`src/rtl/yutorina_bus_slave_dec.sv`:
```
// Registered bus slave decoder: one-hot-low chip select held for the whole access,
// with slave-ready pass-through, bus-error reply for unmapped slaves, and a stall timeout.
module yutorina_bus_slave_dec #(
  parameter int NUM_SLAVES = 8,
  parameter int ADDR_W     = 30,
  parameter int INDEX_W    = 3,
  parameter int TIMEOUT    = 255,
  parameter int TO_W       = 8,
  parameter int ERRCNT_W   = 8
) (
  input  logic                  clk,
  input  logic                  reset_,
  input  logic                  m_as_,
  input  logic [ADDR_W-1:0]     m_addr,
  input  logic [NUM_SLAVES-1:0] slave_en,
  input  logic [NUM_SLAVES-1:0] s_rdy_,
  output logic [NUM_SLAVES-1:0] s_cs_,
  output logic                  m_rdy_,
  output logic                  m_err,
  output logic                  busy,
  output logic [INDEX_W-1:0]    sel_index,
  output logic [ERRCNT_W-1:0]   err_cnt
);

  typedef enum logic [1:0] {
    ST_IDLE   = 2'd0,
    ST_ACCESS = 2'd1,
    ST_ERR    = 2'd2
  } state_t;

  state_t                state_q, state_d;
  logic [NUM_SLAVES-1:0] s_cs_q, s_cs_d;
  logic [INDEX_W-1:0]    sel_index_q, sel_index_d;
  logic [TO_W-1:0]       timer_q, timer_d;
  logic [ERRCNT_W-1:0]   err_cnt_q, err_cnt_d;

  logic [INDEX_W-1:0]    idx;
  logic                  idx_valid;
  logic [NUM_SLAVES-1:0] cs_dec;
  logic                  sel_rdy_;
  logic                  m_rdy_o;
  logic                  m_err_o;
  logic                  addr_lo_unused;

  assign idx            = m_addr[ADDR_W-1 -: INDEX_W];
  assign addr_lo_unused = ^m_addr[ADDR_W-INDEX_W-1:0];

  // Loop-based decode keeps indices beyond NUM_SLAVES from ever reaching slave_en.
  always_comb begin
    idx_valid = 1'b0;
    cs_dec    = '1;
    sel_rdy_  = 1'b1;
    for (int i = 0; i < NUM_SLAVES; i++) begin
      if (idx == INDEX_W'(i)) begin
        idx_valid = slave_en[i];
        cs_dec[i] = 1'b0;
      end
      if (sel_index_q == INDEX_W'(i)) begin
        sel_rdy_ = s_rdy_[i];
      end
    end
  end

  always_comb begin
    state_d     = state_q;
    s_cs_d      = s_cs_q;
    sel_index_d = sel_index_q;
    timer_d     = timer_q;
    err_cnt_d   = err_cnt_q;
    m_rdy_o     = 1'b1;
    m_err_o     = 1'b0;
    case (state_q)
      ST_IDLE: begin
        if (!m_as_) begin
          if (idx_valid) begin
            state_d     = ST_ACCESS;
            s_cs_d      = cs_dec;
            sel_index_d = idx;
            timer_d     = '0;
          end else begin
            state_d = ST_ERR;
          end
        end
      end
      ST_ACCESS: begin
        m_rdy_o = sel_rdy_;
        if (!sel_rdy_) begin
          state_d = ST_IDLE;
          s_cs_d  = '1;
        end else if (timer_q == TO_W'(TIMEOUT - 1)) begin
          state_d = ST_ERR;
          s_cs_d  = '1;
        end else begin
          timer_d = timer_q + TO_W'(1);
        end
      end
      ST_ERR: begin
        m_rdy_o = 1'b0;
        m_err_o = 1'b1;
        state_d = ST_IDLE;
        if (err_cnt_q != '1) begin
          err_cnt_d = err_cnt_q + ERRCNT_W'(1);
        end
      end
      default: begin
        state_d = ST_IDLE;
        s_cs_d  = '1;
      end
    endcase
  end

  always_ff @(posedge clk or negedge reset_) begin
    if (!reset_) begin
      state_q     <= ST_IDLE;
      s_cs_q      <= '1;
      sel_index_q <= '0;
      timer_q     <= '0;
      err_cnt_q   <= '0;
    end else begin
      state_q     <= state_d;
      s_cs_q      <= s_cs_d;
      sel_index_q <= sel_index_d;
      timer_q     <= timer_d;
      err_cnt_q   <= err_cnt_d;
    end
  end

  assign s_cs_     = s_cs_q;
  assign m_rdy_    = m_rdy_o;
  assign m_err     = m_err_o;
  assign busy      = (state_q != ST_IDLE);
  assign sel_index = sel_index_q;
  assign err_cnt   = err_cnt_q;

endmodule

```
`config.mk`:
```
export PLATFORM = sky130hd
export DESIGN_NAME = yutorina_bus_slave_dec
export DESIGN_NICKNAME = d
export VERILOG_FILES = /design/src/rtl/yutorina_bus_slave_dec.sv
export SDC_FILE = /design/constraint.sdc
export NUM_CORES = 1
export LEC_CHECK = 0
export CORE_MARGIN = 8
export CORE_UTILIZATION = 30
export CTS_BUF_LIST = sky130_fd_sc_hd__clkbuf_16
export CTS_CLUSTER_DIAMETER = 30
export DETAILED_ROUTE_END_ITERATION = 10
export DONT_BUFFER_PORTS = 1
export GPL_TIMING_DRIVEN = 0
export HOLD_SLACK_MARGIN = 0.06
export PLACE_DENSITY = 0.55
export SYNTH_ARGS = -nofsm -noshare
export SYNTH_HDL_FRONTEND = slang
export SYNTH_SLANG_ARGS = --single-unit
```
`constraint.sdc`:
```
create_clock -name clk -period 2.1 [get_ports clk]
set_input_delay 0.42 -clock clk [delete_from_list [all_inputs] [get_ports clk]]
set_output_delay 0.42 -clock clk [all_outputs]
set_load 0.05 [all_outputs]
```
* Word-level counts from Yosys, hierarchy flattened
Cells that the tools add are included.
Storage, ports and cells: register bits 29, input bits 49, output and inout port bits 22, logic and storage cells 83
Cells by class: $add $sub $neg 2, equal/unequal tests 23, muxes and demuxes 41, bitwise gates (word level) 2, reduce and logical (&&, ||, !) cells 10
Operators with widths (number):
- $mux 8 | 8
- $mux 1 | 25
- $eq 3x3->1 const B | 8
- $pmux 8 s3 | 1
- $add 8x1->8 const B | 2
- $pmux 8 s2 | 1
- $eq 3x2->1 const B | 4
- $eq 8x8->1 const B | 1
- $mux 2 | 4
- $ne 2x2->1 const B | 4
- $ne 8x8->1 const B | 1
- $eq 3x1->1 const B | 2
- $logic_not 3->1 | 2
- $reduce_and 5->1 | 1
- $pmux 2 s2 | 1
- $reduce_and 2->1 | 2
- $reduce_and 4->1 | 1
- $reduce_bool 2->1 | 2
- $ne 3x3->1 const B | 1
- $reduce_and 3->1 | 1
- $eq 2x1->1 const B | 1
- $eq 2x2->1 const B | 1
- $logic_not 2->1 | 1
- $not 1->1 | 2
- $pmux 1 s2 | 1

* Depth between registers and ports, before layout
Gate-level depths: netlist (run 1).
depth after elaboration 12, gate-level depth with buffers 7, gate-level depth less buffers 6

* Least setup slack after synthesis (run 1)
OpenSTA, ideal clock, no wires.
path type flip-flop to output port, start point reg sel_index_q[1], in the netlist sel_index[1], end point out m_rdy_, arrival time 1854 ps, path slack -174 ps, cell stages (with the launch flop) 5, path buffers 0, path through dfrtp_1 > mux4_1 > mux2_2 > nor2_1 > nor2_1
On the way: longest elaborated chain between the ends 10, elaborated cells between the ends (all ways) 17
RTL lines:
- from (decl) | RTL line 33 | logic [INDEX_W-1:0] sel_index_q, sel_index_d;
- from (signal assigned) | RTL line 122 | sel_index_q <= sel_index_d;
- $logic_not 3->1 | RTL line 58 | if (sel_index_q == INDEX_W'(i)) begin
- $mux 1 (7 in a row) | RTL line 58
- $mux 1 (*) | RTL line 58
- $pmux 1 s2 (*) | RTL line 72 | case (state_q)
- to (decl) | RTL line 18 | output logic m_rdy_,
Mark *: on every way between the ends. The rest lies on a longest branch, timed or not.

* Worst setup path after layout (run 1)
Same ends and word-level chain as after synthesis.

==> results of run 1 <==
## final cells by class
| type | count | area, um^2 |
|---|---|---|
| Tap cell | 70 | 87.58 |
| Timing Repair Buffer | 8 | 102.6 |
| Buffer | 5 | 33.78 |
| Inverter | 3 | 11.26 |
| Clock buffer | 5 | 125.1 |
| Clock inverter | 3 | 41.29 |
| Sequential cell | 29 | 737.0 |
| Multi-Input combinational cell | 104 | 873.3 |
| Fill cell | 506 | 3063 |
## synth_stat cells, types with 3 or more instances
master / n
buf_2: 3
o211ai_1: 3
nor2_1: 5
ha_1: 3
or2_2: 3
xnor2_1: 5
a31o_2: 5
dfstp_2: 8
nand4_1: 8
nor2b_1: 4
mux2_2: 5
mux2i_1: 3
nand2_1: 6
nand3_1: 11
o21ai_0: 3
dfrtp_1: 21
a2bb2oi_1: 6
inv_1: 3
o31ai_1: 5
## worst max-delay path, stage by stage (launching register included)
cell	delay (ns)
dfrtp_2	0.56
mux4_2	0.54
mux2_4	0.31
nor2_4	0.11
nor2_4	0.10
## repair_timing
item	4_1_cts	5_1_grt
gates resized for setup	17	9
hold endpoints to repair	29	0
hold buffers	2	0
cloned	0	0
pin swaps	0	3
buffers inserted	5	1
setup endpoints to repair	17	26
## layer usage
metal	vias up	wire length (um)	GRT usage [%]
li1	568	-	-
met1	593	1561	11.28
met2	30	1838	16.16
met3	4	347	5.292
met4	0	32	4.455
met5	-	0	0
## power by group
| group | switching [W] | leakage [nW] | internal, W |
|---|---|---|---|
| Combinational | 0.000491 | 0.372 | 0.000493 |
| Clock | 0.000227 | 0.0775 | 0.000553 |
| Sequential | 0.000611 | 0.358 | 0.000741 |
## through the flow
stage / instance area [um^2] / hold WS, ns / setup WS [ns] / utilization (%)
floorplan: 1575 / 0.1244 / 0.02014 / -
global placement: 1663 / 0.1254 / -0.1682 / 32.77
detailed placement: 1663 / 0.1255 / -0.2415 / 32.77
CTS: 1974 / 0.3801 / -0.2574 / 38.91
global route: 2012 / 0.3895 / -0.2921 / 39.65
finish: 2012 / 0.3880 / -0.2140 / 39.65
## registers in the layout (all words and copies together), names as in the netlist
signal	flops
timer_q	8
sel_index	3
err_cnt	8
state_q	2
s_cs_	8
## logic make-up (layout without fill, tap and decap cells)
logic type	after synthesis	in the layout	synth area share, %
and+or+nand+nor	52	52	18.87
muxes	10	10	8.837
xor gates and xnor gates	7	7	3.901
adders and majority gates	3	3	2.389
DFF	29	29	46.81
buffers and inverters	8	24	2.388
AOI/OAI and AO/OA	32	32	16.80
## final timing paths
| check | startpoint | slack (ns) | endpoint |
|---|---|---|---|
| worst max-delay path | sel_index[1] | -0.21 | m_rdy_ |
| worst min-delay path | m_as_ | 0.39 | state_q[0] |
| worst max register to register | sel_index[1] | -0.20 | s_cs_[1] |
| worst min register to register | timer_q[7] | 0.61 | timer_q[7] |
| max in group asynchronous | reset_ | 1.26 | s_cs_[6] |
| min in group asynchronous | reset_ | 0.61 | err_cnt[6] |
## layout by cell type (no fill, tap or decap), drive strengths merged, types with 2 or more instances in the layout
| cell | n |
|---|---|
| o21ai | 4 |
| inv | 3 |
| nand3 | 11 |
| nor3b | 2 |
| dfrtp | 21 |
| o21a | 2 |
| nand2b | 2 |
| xor2 | 2 |
| nand2 | 7 |
| or2 | 3 |
| a2bb2oi | 6 |
| nor2 | 5 |
| and4 | 2 |
| nand3b | 2 |
| and3 | 2 |
| nor2b | 4 |
| xnor2 | 5 |
| mux4 | 2 |
| buf | 11 |
| a21oi | 2 |
| nand4 | 8 |
| ha | 3 |
| mux2i | 3 |
| dfstp | 8 |
| clkbuf | 6 |
| o31ai | 5 |
| a31o | 5 |
| mux2 | 5 |
| o211ai | 3 |
==> out/results.ini, run 1 <==
[floorplanning]
die_width_um = 88.38
coreArea_um2 = 5075
die_h_um = 88.38
start_util_pct = 30.97
rows = 26
ios = 71
die_area_um2 = 7810

[finish]
diodes = 0
area_growth_pct = 28.03
fin_cells = 227
finalNetCount = 208
drive_gt1_share_pct = 36.94

[clock_network]
cts_root_buf = clkbuf_16
htreeDepth = 2
cts_buffers = 5
cts_max_path_buffers = 2
clock_sinks = 29
path_clk_slew_ns = 0.05
clkLatencyLatePin_ns = 0.27
tritoncts = built

[drt]
wl_per_cell_um = 16.65
ant_nets = 0
drt-vias-per-instance = 5.264
drtIter0Drc = 83
routed_wl_um = 3779
drc = 0
num_vias = 1195
firstDrtPassIters = 4

[synth]
syn_area_per_cell_um2 = 11.15
ys_ff_latch = 29
synthesis.area_um2 = 1572
syn_nets = 193
async_flop_share_pct = 100.0
synth_edf_count = 0
syn_inst = 141
ys_warn_count = 0
synth_top_area_share_pct = 33.44
ys_types = 41
ys_top_cells_by_area = dfrtp_1 (33%), dfstp_2 (13%), mux2_2 (3.6%)
ys_seq_area_share_pct = 46.82
ys.flop_type = dfrtp_1
yosysTopAreaCell = dfrtp_1

[outcome]
outcome = complete, but fails checks
failed_checks = setup timing

[global_route]
grt_max_degree = 30
grt_pass1_vias = 1255
grt-ovfl-total = 0
grt_antenna_before_repair = 0
gr-usage-all-layers_pct = 10.25
grt_pass1_wl_um = 6230

[timing]
finalWorstSetupSlack_ns = -0.2140
worst-slew-pin-transition_ns = 0.6958
timing.final.crit_share_pct = 110.2
final-hold-violation-count = 0
rsz0062_at_grt = true
drv_slew = 0
finalSetupViolations = 20
fin_skew_ns = 0.003303
slew_headroom_pct = 53.26
period_minus_slack_ns = 2.314
fmax_mhz = 432.2
fin_setup_tns_ns = -2.482

[worst_setup_path]
cp-end-kind = output pin
r2r.worst_path.cells = 8
crit_arrival_ns = 1.89
worst_setup_path_start_kind = flip-flop
worstSetupPathType = flip-flop to output pin
cp_max_fo = 4
crit_required_ns = 1.68

[placed_design]
dp_cells = 211
place_hpwl_um = 2686
place.gp.congestion = 0.8126
portBuffers = 0

[hold_path]
hold_path_depth = 2
worstHoldPathType = primary input to flip-flop

[job]
drv_cap = 0

[power_and_ir_drop]
p_leak_nw = 0.8080
power_density_nw_per_um2 = 1549
ir_drop_mv = 0.7820
total_power_w = 0.003116

(Power assumes the default switching activity.)
==> run 2, diff against run 1 <==
==> constraint.sdc (replaced) <==
create_clock -name clk -period 2.7 [get_ports clk]
set_input_delay 0.54 -clock clk [delete_from_list [all_inputs] [get_ports clk]]
set_output_delay 0.54 -clock clk [all_outputs]
set_load 0.05 [all_outputs]
==> run 2 against run 1 <==
Against the previous run:
- the flow now finishes without violations
- critical path type unchanged
- largest cell class unchanged
- sequential share of layout area grew 4.0 points
- hold slack lost 0.27 ns
- critical endpoint unchanged
- flip-flop and latch count is the same
- clock skew grew 0.0093 ns
- die area is the same
- core utilization shrank 3.9 points
==> out/results.ini, run 2 (synthesis results as in run 1) <==
[floorplanning]
die_area_um2 = 7810  ; unchanged
die_width_um = 88.38  ; unchanged
ios = 71  ; unchanged
start_util_pct = 30.97  ; unchanged
die_h_um = 88.38  ; unchanged
coreArea_um2 = 5075  ; unchanged
rows = 26  ; unchanged

[clock_network]
clock_sinks = 29  ; unchanged
path_clk_slew_ns = 0.05  ; about the same
cts_max_path_buffers = 2  ; unchanged
tritoncts = built  ; unchanged
cts_buffers = 5  ; unchanged
post-cts-setup-buffer-count = 0  ; was 5
clkLatencyLatePin_ns = 0.27  ; about the same
htreeDepth = 2  ; unchanged
cts_root_buf = clkbuf_16  ; unchanged

[worst_setup_path]
worst_setup_path_start_kind = flip-flop  ; unchanged
critical-path-top-delay-family = multiplexers  ; unchanged
timing.rr.end = s_cs_[7]  ; was s_cs_[1]
crit_required_ns = 2.16  ; was 1.68 ns
cp_max_fo = 4  ; unchanged
crit_arrival_ns = 2.04  ; was 1.89 ns
regToRegStartpoint = sel_index[1]  ; unchanged
cpMaxStageDelayCell = mux4_1  ; was dfrtp_2
rrSetupSlack_ns = 0.54  ; was -0.20 ns
cp-end-kind = output pin  ; unchanged
r2r.worst_path.cells = 5  ; was 8
endpoint = m_rdy_  ; unchanged
slowest_delay_ns = 0.59  ; was 0.56 ns
crit_path_start = sel_index[1]  ; unchanged
crit_buf_inv = 0  ; unchanged
worstPathCellList = mux4_1, mux2_2, nor2_1, nor2_2  ; was mux4_2, mux2_4, nor2_4, nor2_4
worstSetupPathType = flip-flop to output pin  ; unchanged
crit_cells = 4  ; unchanged

[power_and_ir_drop]
p_leak_nw = 0.7368  ; was 0.8080 nW
pwr-share-seq_pct = 49.9  ; was 43.4%
power_density_nw_per_um2 = 1150  ; was 1549 nW/um^2
p_int_w = 0.001143  ; was 0.001787 W
switching_share_pct = 45.18  ; was 42.66%
p_sw_w = 0.0009417  ; was 0.001329 W
p_clk_share_pct = 24.2  ; was 25.0%
ir_drop_mv = 0.5232  ; was 0.7820 mV
combPwrFrac_pct = 25.8  ; was 31.6%

[placed_design]
place_ws_ns = 0.1024  ; was -0.2415 ns
place.gp.congestion = 0.7764  ; was 0.8126
place_hpwl_um = 2736  ; was 2686 um
dp_cells = 211  ; unchanged
portBuffers = 0  ; unchanged

[finish]
final_common_cell = dfrtp_1  ; unchanged
fin_cells = 220  ; was 227
fin_util_pct = 35.72  ; was 39.65%
final-seq-area_um2 = 737.0  ; unchanged
fill_cells = 551  ; was 506
finalNetCount = 201  ; was 208
diodes = 0  ; unchanged
multi_input_area_um2 = 803.3  ; was 873.3 um^2
area_growth_pct = 15.37  ; was 28.03%
layout_common_cells = dfrtp_1 (20), nand3_1 (11), nand4_1 (8), dfstp_2 (8)  ; was dfrtp_1 (20), nand3_1 (11), nand4_1 (8), dfstp_2 (8), a2bb2oi_2 (6)
drive_gt1_share_pct = 25.33  ; was 36.94%

[global_route]
grt-ovfl-total = 0  ; unchanged
grt_pass1_wl_um = 6203  ; was 6230 um
gr-usage-all-layers_pct = 10.21  ; was 10.25%
grt_max_degree = 22  ; was 30
grt_pass1_vias = 1224  ; was 1,255
grt_antenna_before_repair = 0  ; unchanged

[job]
drv_cap = 0  ; unchanged

[timing]
finalWorstSetupSlack_ns = 0.1170  ; was -0.2140 ns
fin_skew_ns = 0.01263  ; was 0.003303 ns
slew_headroom_pct = 35.10  ; was 53.26%
fin_setup_tns_ns = 0  ; was -2.482 ns
rsz0062_at_grt = false  ; was true
finalSetupViolations = 0  ; was 20
fmax_mhz = 387.1
final-hold-violation-count = 0  ; unchanged
period_minus_slack_ns = 2.583
drv_slew = 0  ; unchanged
worst-slew-pin-transition_ns = 0.9703  ; was 0.6958 ns
timing.final.crit_share_pct = 95.67

[drt]
wl_per_cell_um = 16.46  ; was 16.65 um
routed_wl_um = 3621  ; was 3779 um
drc = 0  ; unchanged
num_vias = 1181  ; was 1,195
ant_nets = 0  ; unchanged
firstDrtPassIters = 4  ; unchanged
drt-vias-per-instance = 5.368  ; was 5.264
drtIter0Drc = 87  ; was 83

[outcome]
outcome = finished clean  ; was complete, but fails checks

[hold_path]
worstHoldPathType = primary input to asynchronous set/reset pin  ; was primary input to flip-flop

==> run 2: cell types whose count changed in the layout (fill, tap and decap cells not counted), sizes merged <==
cell      previous run  this run
buf                 11         4
clkinvlp             1         0
bufinv               1         0
inv                  3         5
==> run 2: how the worst min path moves through the flow <==
stage           start          to  slack, ns  cells past startpoint
2_1_floorplan  reset_  err_cnt[0]       0.24                      0
3_3_place_gp   reset_  err_cnt[3]       0.25                      0
3_5_place_dp   reset_  err_cnt[3]       0.25                      0
4_1_cts        reset_    s_cs_[3]       0.11                      0
5_1_grt        reset_    s_cs_[3]       0.10                      0
6_report       reset_    s_cs_[3]       0.11                      0
==> run 2: worst reg2reg max path: stages, from the launching register on <==
cell       delay (ns)
dfrtp_2          0.55
mux4_1           0.59
mux2_2           0.33
nand2_2          0.10
a21boi_4         0.30
a2bb2oi_1        0.23
==> run 2: power by group through the flow <==
stage          clock network [W]  registers (W)  logic, W
2_1_floorplan                  0       0.000991  0.000450
3_3_place_gp                   0        0.00104  0.000517
3_5_place_dp                   0        0.00105  0.000534
4_1_cts                 0.000519        0.00104  0.000547
5_1_grt                 0.000543        0.00107  0.000597
6_report                0.000505        0.00104  0.000538
==> run 2: what timing repair did <==
action                                  CTS  global route
gates cloned                              0             0
endpoints found under the setup margin    1             1
pin swaps                                 0             0
hold endpoints to repair                 21             0
hold buffers                              1             0
gates resized for setup                   2             1
==> run 2: layer usage <==
layer | GRT usage (%) | vias up | wire (um)
met2 | 16.56 | 27 | 1889
met3 | 4.550 | 4 | 218
met4 | 2.765 | 0 | 34
li1 | - | 556 | -
met1 | 11.89 | 594 | 1479
met5 | 0 | - | 0
==> run 2: area by class of cell <==
class                      count  share of cell area, %
sequential                    29                  40.65
tap                           70                  4.831
clock inverter                 3                 0.6901
buffer                         5                  1.449
timing repair buffer           1                 0.5521
inverter                       3                 0.6211
multi-input combinational    104                  44.31
clock buffer                   5                  6.901
==> run 2: per-stage QoR <==
step	hold slack (ns)	cell area (um^2)	power (W)
global placement	0.2454	1659	0.001559
CTS	0.1072	1810	0.002109
floorplan	0.2444	1572	0.001441
detailed placement	0.2456	1659	0.001582
finish	0.1146	1813	0.002085
global route	0.1013	1813	0.002208
